$ cat src/rtl/odu_test_ctrl.sv
// odu_test_ctrl: run controller for the ODU test-data checker.
// Takes a start command with a frame budget, holds the checker in reset, waits for frame lock
// on the monitored channel, then counts frames and errored frames and reports pass/fail.
// Every output comes from a register or is decoded from the registered state.
module odu_test_ctrl #(
  parameter int unsigned CLR_CYCLES  = 4,
  parameter int unsigned LOCK_FRAMES = 2
) (
  input  logic        clk,
  input  logic        rst,
  input  logic        i_start,
  input  logic        i_abort,
  input  logic [15:0] i_num_frames,
  input  logic [23:0] i_timeout,
  input  logic        i_valid_chid,
  input  logic        i_fs_chid,
  input  logic        i_rs_chid,
  input  logic        i_fr_error,
  output logic        o_chk_rst,
  output logic        o_busy,
  output logic        o_done,
  output logic        o_pass,
  output logic        o_timeout,
  output logic [15:0] o_frame_cnt,
  output logic [15:0] o_err_cnt,
  output logic [2:0]  o_state
);

  // State encoding is visible on o_state, so the values are fixed.
  localparam logic [2:0] StIdle    = 3'd0;
  localparam logic [2:0] StClear   = 3'd1;
  localparam logic [2:0] StAcquire = 3'd2;
  localparam logic [2:0] StRun     = 3'd3;
  localparam logic [2:0] StDone    = 3'd4;

  localparam int unsigned ClrW  = (CLR_CYCLES > 1) ? $clog2(CLR_CYCLES) : 1;
  localparam int unsigned LockW = $clog2(LOCK_FRAMES + 1);

  localparam logic [ClrW-1:0]  ClrLast    = ClrW'(CLR_CYCLES - 1);
  localparam logic [LockW-1:0] LockTarget = LockW'(LOCK_FRAMES);

  localparam logic [15:0] CntMax = 16'hFFFF;
  localparam logic [23:0] TmoMax = 24'hFF_FFFF;

  logic [2:0]       state_q, state_d;
  logic [ClrW-1:0]  clr_cnt_q, clr_cnt_d;
  logic [LockW-1:0] lock_cnt_q, lock_cnt_d;
  logic [15:0]      num_frames_q, num_frames_d;
  logic [23:0]      timeout_q, timeout_d;
  logic [23:0]      tmo_cnt_q, tmo_cnt_d;
  logic             sticky_q, sticky_d;
  logic [15:0]      frame_cnt_q, frame_cnt_d;
  logic [15:0]      err_cnt_q, err_cnt_d;
  logic             pass_q, pass_d;
  logic             tmo_flag_q, tmo_flag_d;

  logic             fs;
  logic             sticky_hit;
  logic [15:0]      frame_inc;
  logic [15:0]      err_inc;
  logic [15:0]      err_after_fs;
  logic [23:0]      tmo_inc;
  logic             tmo_expired;
  logic [LockW-1:0] lock_inc;

  // Beat qualification and saturating increments shared by the next-state logic.
  always_comb begin
    fs           = i_valid_chid & i_fs_chid & i_rs_chid;
    // Invalid beats never contribute to the sticky error.
    sticky_hit   = sticky_q | (i_valid_chid & i_fr_error);
    frame_inc    = (frame_cnt_q == CntMax) ? frame_cnt_q : frame_cnt_q + 16'd1;
    err_inc      = (err_cnt_q == CntMax) ? err_cnt_q : err_cnt_q + 16'd1;
    err_after_fs = sticky_hit ? err_inc : err_cnt_q;
    tmo_inc      = (tmo_cnt_q == TmoMax) ? tmo_cnt_q : tmo_cnt_q + 24'd1;
    // A zero timeout disables expiry.
    tmo_expired  = (timeout_q != 24'd0) && (tmo_inc >= timeout_q);
    lock_inc     = lock_cnt_q + LockW'(1);
  end

  // Run sequencing: state, counters and result flags.
  always_comb begin
    state_d      = state_q;
    clr_cnt_d    = clr_cnt_q;
    lock_cnt_d   = lock_cnt_q;
    num_frames_d = num_frames_q;
    timeout_d    = timeout_q;
    tmo_cnt_d    = tmo_cnt_q;
    sticky_d     = sticky_q;
    frame_cnt_d  = frame_cnt_q;
    err_cnt_d    = err_cnt_q;
    pass_d       = pass_q;
    tmo_flag_d   = tmo_flag_q;

    if (i_abort && (state_q != StIdle)) begin
      // Abort freezes the counts and leaves a failing result.
      state_d = StIdle;
      pass_d  = 1'b0;
    end else begin
      case (state_q)
        StIdle: begin
          if (i_start && !i_abort) begin
            num_frames_d = (i_num_frames == 16'd0) ? 16'd1 : i_num_frames;
            timeout_d    = i_timeout;
            clr_cnt_d    = '0;
            lock_cnt_d   = '0;
            tmo_cnt_d    = '0;
            sticky_d     = 1'b0;
            frame_cnt_d  = '0;
            err_cnt_d    = '0;
            pass_d       = 1'b0;
            tmo_flag_d   = 1'b0;
            state_d      = StClear;
          end
        end

        StClear: begin
          // Frame starts seen while the checker is in reset are ignored.
          if (clr_cnt_q == ClrLast) begin
            state_d = StAcquire;
          end else begin
            clr_cnt_d = clr_cnt_q + ClrW'(1);
          end
        end

        StAcquire: begin
          if (fs) begin
            tmo_cnt_d = '0;
            if (i_fr_error) begin
              lock_cnt_d = '0;
            end else if (lock_inc == LockTarget) begin
              lock_cnt_d = '0;
              sticky_d   = 1'b0;
              state_d    = StRun;
            end else begin
              lock_cnt_d = lock_inc;
            end
          end else begin
            tmo_cnt_d = tmo_inc;
            if (tmo_expired) begin
              tmo_flag_d = 1'b1;
              pass_d     = 1'b0;
              state_d    = StDone;
            end
          end
        end

        StRun: begin
          if (fs) begin
            // The frame start closes the interval, including an error on the FS beat itself.
            tmo_cnt_d   = '0;
            frame_cnt_d = frame_inc;
            err_cnt_d   = err_after_fs;
            sticky_d    = 1'b0;
            // A frame start on the expiry cycle wins over the timeout.
            if (frame_inc == num_frames_q) begin
              pass_d  = (err_after_fs == 16'd0) & ~tmo_flag_q;
              state_d = StDone;
            end
          end else begin
            sticky_d  = sticky_hit;
            tmo_cnt_d = tmo_inc;
            if (tmo_expired) begin
              tmo_flag_d = 1'b1;
              pass_d     = 1'b0;
              state_d    = StDone;
            end
          end
        end

        StDone: begin
          state_d = StIdle;
        end

        default: begin
          state_d = StIdle;
        end
      endcase
    end
  end

  // State and datapath registers.
  always_ff @(posedge clk or posedge rst) begin
    if (rst) begin
      state_q      <= StIdle;
      clr_cnt_q    <= '0;
      lock_cnt_q   <= '0;
      num_frames_q <= 16'd1;
      timeout_q    <= '0;
      tmo_cnt_q    <= '0;
      sticky_q     <= 1'b0;
      frame_cnt_q  <= '0;
      err_cnt_q    <= '0;
      pass_q       <= 1'b0;
      tmo_flag_q   <= 1'b0;
    end else begin
      state_q      <= state_d;
      clr_cnt_q    <= clr_cnt_d;
      lock_cnt_q   <= lock_cnt_d;
      num_frames_q <= num_frames_d;
      timeout_q    <= timeout_d;
      tmo_cnt_q    <= tmo_cnt_d;
      sticky_q     <= sticky_d;
      frame_cnt_q  <= frame_cnt_d;
      err_cnt_q    <= err_cnt_d;
      pass_q       <= pass_d;
      tmo_flag_q   <= tmo_flag_d;
    end
  end

  // Outputs decoded from registered state only.
  always_comb begin
    o_chk_rst   = (state_q == StClear);
    o_busy      = (state_q != StIdle);
    o_done      = (state_q == StDone);
    o_pass      = pass_q;
    o_timeout   = tmo_flag_q;
    o_frame_cnt = frame_cnt_q;
    o_err_cnt   = err_cnt_q;
    o_state     = state_q;
  end

endmodule

$ cat config.mk
export PLATFORM = sky130hd
export DESIGN_NAME = odu_test_ctrl
export DESIGN_NICKNAME = d
export VERILOG_FILES = /design/src/rtl/odu_test_ctrl.sv
export SDC_FILE = /design/constraint.sdc
export NUM_CORES = 1
export LEC_CHECK = 0
export ABC_AREA = 0
export BUFFER_PORTS_ARGS = -buffer_cell sky130_fd_sc_hd__buf_4
export CORE_ASPECT_RATIO = 0.6
export CORE_MARGIN = 10
export CORE_UTILIZATION = 45
export CTS_CLUSTER_SIZE = 30
export DETAILED_ROUTE_END_ITERATION = 10
export PLACE_DENSITY = 0.67
export SYNTH_ARGS = -nofsm -noshare
export SYNTH_HDL_FRONTEND = slang
export SYNTH_SLANG_ARGS = --single-unit
$ cat constraint.sdc
create_clock -name clk -period 3.9 [get_ports clk]
set_input_delay 0.585 -clock clk [delete_from_list [all_inputs] [get_ports clk]]
set_output_delay 0.585 -clock clk [all_outputs]
set_load 0.05 [all_outputs]
# After elaboration in Yosys (flattened, before gate mapping)
# Cells that the tools add are included.
# totals
register_bits,106
out_inout_bits,40
wordCells,118
# classes
n_addsub,5
n_lt_le_gt_ge,1
eq_ne,24
n_mux,45
bitwise_logic,7
reduce_logical,25
# ops
cell,count
$mux 16,7
$mux 24,3
$pmux 16 s2,2
$pmux 24 s2,1
$add 16x1->16 const B,2
$eq 16x16->1 const B,2
$logic_not 16->1,2
$mux 3,9
$add 24x1->24 const B,1
$eq 24x24->1 const B,1
$ge 24x24->1,1
$reduce_bool 24->1,1
$eq 16x16->1,1
$reduce_and 4->1,4
$ne 2x2->1 const B,7
$mux 1,12
$ne 4x4->1 const B,3
$pmux 3 s4,1
$mux 2,5
$reduce_and 5->1,2
$pmux 2 s2,2
$reduce_bool 2->1,4
$eq 3x2->1 const B,2
$ne 3x3->1 const B,2
19 further kinds,30

# Longest topological paths before layout
# depth
depth_word,9
ltp_mapped,17

# Worst setup path before layout
# OpenSTA, ideal clock, no wires.
# synth_timing
kind,reg-to-reg
from,register tmo_cnt_q[19]
to,register state_q[1] (netlist: o_state[1])
t_arrival_ns,3.695
t_required_ns,3.834
setup_slack_ns,0.139
path_stages_with_launch,17
n_path_buf,1
synth_period_minus_slack_ns,3.761
cell_sequence,dfrtp_1 -> and4_1 -> and4_1 -> clkbuf_1 -> a311oi_1 -> nand3_1 -> or2_2 -> xnor2_1 -> ha_1 -> a21o_1 -> a21o_1 -> a21oi_1 -> o21ai_0 -> a22oi_1 -> nor2_1 -> a21oi_1 -> a221o_1
# synth_via
elab_chain_cells,8
word_cells_on_any_way,10
classes_between,add/sub: 1; order compare: 1; eq/ne: 1; mux: 6; reduce/logical: 1
# synth_rtl
element,line,source
from (decl),50,"logic [23:0] tmo_cnt_q, tmo_cnt_d;"
from (signal assigned),201,tmo_cnt_q <= tmo_cnt_d;
$add 24x1->24 / $eq 24x24->1 (equally long branches),74,tmo_inc = (tmo_cnt_q == TmoMax) ? tmo_cnt_q : tmo_cnt_q + 24'd1;
$mux 24 *,74,
$ge 24x24->1 *,76,tmo_expired = (timeout_q != 24'd0) && (tmo_inc >= timeout_q);
$logic_and 1x1->1 *,76,
$mux 3 *,n/a,
"$mux 3, on equally long branches",n/a,
$pmux 3 s4 *,n/a,
$mux 3 *,n/a,
to (signal assigned),184,state_q <= StIdle;
to (signal assigned),196,state_q <= state_d;
to (decl),45,"logic [2:0] state_q, state_d;"
# Mark *: on every way between the ends. The rest lies on a longest branch, timed or not.
# A chain may end at the register's enable or synchronous reset.

# Worst setup path in the final report
# layout_timing
from,register tmo_cnt_q[0]
to,register state_q[1] (netlist: o_state[1])
# Same word-level chain as after synthesis.

==> summary.md <==
| Metric | Value |
|---|---|
| Outcome | completed |
| Fraction of the mapped netlist area in compound gates | 0.197 |
| Number of primary I/O pins | between 80 and 90 |
| Number of max-cap violations | 0 |
| Post-synthesis cell count | 841 |
| Slowest cell delay on critical path | 430 ps |
| Wirelength per Cell | 18.3 um |
| Clock buffers created by TritonCTS | 9 |
| Final design instance area without fill | 8220 um^2 |
| Width of the die | 180 um |
| Fin crit period | 3690 ps |
| Clock-pin transition on the worst setup and hold timing paths | 80 ps |
| Cell class contributing the biggest share of worst-path delay | compound AO/OA/AOI/OAI gates |
| Total gr overflow | 0 |
| Clock insertion delay at the later pin of the skew report | 350 ps |
| Hold Crit Class | in -> async |
| Arithmetic-cell share of the synthesized area counting full adders, half adders and majority gates | 0.0507 |
| Critical Path Sink Type | flip-flop |
| Capturing point of the worst reg2reg path | o_state[1] |
| Highest-count cells in the layout ignoring fill and taps | nand2_1 (128), buf_4 (115), dfrtp_1 (105) |
| Via count | approximately 6600 |
| Max-slew violation total from the final report | 0 |
| Multiplexer area fraction after synthesis | 0.0119 |
| R2R setup slack | 210 ps |
| Combined area of all synthesized cells | between 6000 and 7000 um^2 |
| Die ar. | around 21000 um^2 |
| Number of hold buffers added after cts | 0 |
| Top fanout value on the critical path | 8 |
| # setup viols final | 0 |
| Worst-case clock skew | a little under 9 ps |
| HPWL after detailed placement | ~15 mm |
| Power density of the placed cells | between 400 and 500 nW/um^2 |
| Row count | 34 |
| Flops & latches, synth | between 100 and 150 |
| Setup bufs post-CTS | 0 |
| Root buffer cell | clkbuf_16 |
| Arrival @ worst endpoint | 3980 ps |
| VDD IR-drop max | 0.251 mV |
| Die boundary height | 116 um |
| Share of the yosys chip area belonging to registers | 0.384 |
| Initial cell density of the core | 0.468 |
| Number of different library cells in the post-synthesis netlist | around 60 |
| Global placement routability congestion | 0.908 |
| Worst setup path category | reg -> reg |
| Largest family of logic cells by synthesized area | simple AND/OR/NAND/NOR gates |
| YS warnings | 0 |
| Worst endpoint required time | between 4000 and 5000 ps |
| Total wirelength of the detailed-routed design | 20.6 mm |
| Initial antenna violation count | 0 |
| Async set-reset flop share out of synthesis | 1.00 |
| Port bufs | 87 |
| Buffer and inverter count on the worst path | 1 |
| Slowest cell on crit path | dfrtp_1 |
| Fin Hold WS | approximately 340 ps |
| Count of nets left with antenna violations after detail routing | 0 |
| Achievable Freq | 0.271 GHz |
| CTS tree | yes |
| Mean post-synth cell area | about 8.2 um^2 |
| Kind of start point of the critical path | flip-flop |
| Area growth from synthesis to layout | 19.0% |
| Worst R2R Path Depth | 17 |
| DRC violation count after routing | 0 |
| CORE AREA | roughly 15000 um^2 |
| Post-Synthesis Net Count | ~920 |
| Final net count | 1000 |
| # clock sinks | about 110 |
| Most common cell after layout, fill and taps aside | nand2_1 |
| Maximum count of clock buffers along a single path | 2 |
| Gates resized, CTS repair | 0 |
| Measured slew at the worst slew-check pin | around 1200 ps |
| Wire length of the first global-routing pass | between 30 and 40 mm |
| Vias in the first global route | ~6000 |
| Static power due to leakage | between 0.003 and 0.004 uW |
| H-tree levels | 3 |
| Most used DFF post-synth | dfrtp_1 |
| Number of failing hold endpoints at the final stage | 0 |
| Ant diodes | 0 |
| Simple-gate share of the synthesized area | 0.255 |
| Overall routing resource usage | 0.193 |
| Number of design-rule violations left by the first detailed-router iteration | about 700 |
| Post-synth EDFFs | 0 |
| Worst-case headroom to the max-slew limit | 0.210 |
| Sum Neg Setup Slack | 0 ps |
| Largest net degree at the start of global routing | between 60 and 70 |
| XOR/XNOR share of the synthesized area | 0.0570 |
| Share of layout cells above drive strength 1 | 0.165 |
| Cells traversed along the worst timing path | ha_1, nand2_1, nor4_4, a311oi_1, buf_4, nand3_1, or2_2, xnor2_1, ha_1, a21o_1, a21o_1, a21oi_1, o21ai_0, a22oi_2, nor2_1, a21oi_1, a221o_1 |
| Setup repair after global routing missed its margin | no |
| Launch instance of the worst register-to-register path | tmo_cnt_q[0] |
| Placed Area | about 7900 um^2 |
| Via/cell ratio | about 5.9 |
| Initial DRT Pass Iterations | 5 |
| Final Cycle Share | 0.946 |
layout make-up:
cell class | count | area (um^2)
tap | 198 | 248
sequential | 106 | 2650
timing repair buffer | 116 | 883
inverter | 35 | 134
multi-input combinational | 656 | 3980
clock inverter | 7 | 98.8
clock buffer | 9 | 225
fill | 1379 | 6540
kinds of logic after synthesis:
family,after synthesis
flip-flops,106
multiplexers,8
AO/OA/AOI/OAI,223
XOR/XNOR,45
adder cells (fa/ha/maj),28
AND/OR/NAND/NOR,352
buffers and inverters,79
routing by layer:
| layer | share of wire | GRT usage | vias to the layer above | wire, um |
|---|---|---|---|---|
| met5 | 0 | 0 | - | 0 |
| li1 | - | - | 3221 | - |
| met1 | 0.53 | 0.312 | 3082 | 10900 |
| met3 | 0.093 | 0.0535 | 15 | 1920 |
| met4 | 0.0070 | 0.0285 | 0 | 145 |
| met2 | 0.37 | 0.244 | 285 | 7640 |
through the flow:
stage                     total power, uW   util  worst slack (ps)  std cells
after floorplan                      2510      -               139        841
after global placement               2960  0.533               281       1111
after detailed placement             2990  0.533               164       1111
after CTS                            4020  0.555               122       1127
after global routing                 4280  0.557              12.9       1127
final                                4010  0.557               210       1127
how the worst max path moves through the flow:
| stage | slack (ps) | start | endpoint | depth (start not counted) |
|---|---|---|---|---|
| 6_report | 210 | tmo_cnt_q[0] | o_state[1] | 17 |
| 5_1_grt | 10 | tmo_cnt_q[0] | o_state[1] | 17 |
| 4_1_cts | 120 | tmo_cnt_q[0] | o_state[1] | 16 |
| 3_5_place_dp | 160 | tmo_cnt_q[0] | o_state[1] | 16 |
| 3_3_place_gp | 280 | tmo_cnt_q[14] | o_state[1] | 16 |
| 2_1_floorplan | 140 | tmo_cnt_q[19] | o_state[1] | 16 |
synth_stat cells, types with 3 or more instances:
master / instances / area share
or4_1: 3 / 0.0033
o21ai_0: 87 / 0.063
or3_1: 6 / 0.0054
nand4_1: 17 / 0.015
xnor2_1: 29 / 0.037
nor3b_1: 6 / 0.0065
and2_1: 3 / 0.0027
nor2b_1: 6 / 0.0054
nand2b_1: 6 / 0.0054
a22o_1: 9 / 0.011
ha_1: 28 / 0.051
clkbuf_1: 34 / 0.018
dfrtp_1: 105 / 0.38
a211oi_1: 3 / 0.0033
a22oi_1: 5 / 0.0054
o31ai_1: 17 / 0.018
inv_1: 34 / 0.018
o21a_1: 3 / 0.0033
and4_1: 11 / 0.014
buf_2: 10 / 0.0072
a21oi_1: 49 / 0.035
a21o_1: 8 / 0.0087
a31oi_1: 13 / 0.012
nand2_1: 128 / 0.070
nor3_1: 17 / 0.012
nor4b_1: 3 / 0.0038
o41ai_1: 3 / 0.0038
and3_1: 18 / 0.016
xor2_1: 16 / 0.020
nor2_1: 57 / 0.031
nand3_1: 39 / 0.028
or2_2: 6 / 0.0054
nor4_1: 20 / 0.018
mux2i_1: 6 / 0.0087
sequential cells by signal, summed over array words and instances (netlist names):
register	count
clr_cnt_q	2
o_frame_cnt	16
num_frames_q	16
o_timeout	1
tmo_cnt_q	24
o_pass	1
timeout_q	24
lock_cnt_q	2
sticky_q	1
o_state	3
o_err_cnt	16
report_power, final:
part / total, uW / switching (uW) / internal (uW) / leakage (uW)
combinational: 1440 / 919 / 519 / 0.00226
clock: 1020 / 454 / 570 / 0.000157
sequential: 1550 / 205 / 1340 / 0.00141
total: 4010 / 1580 / 2430 / 0.00382
Power figures use the tool's default switching activity.
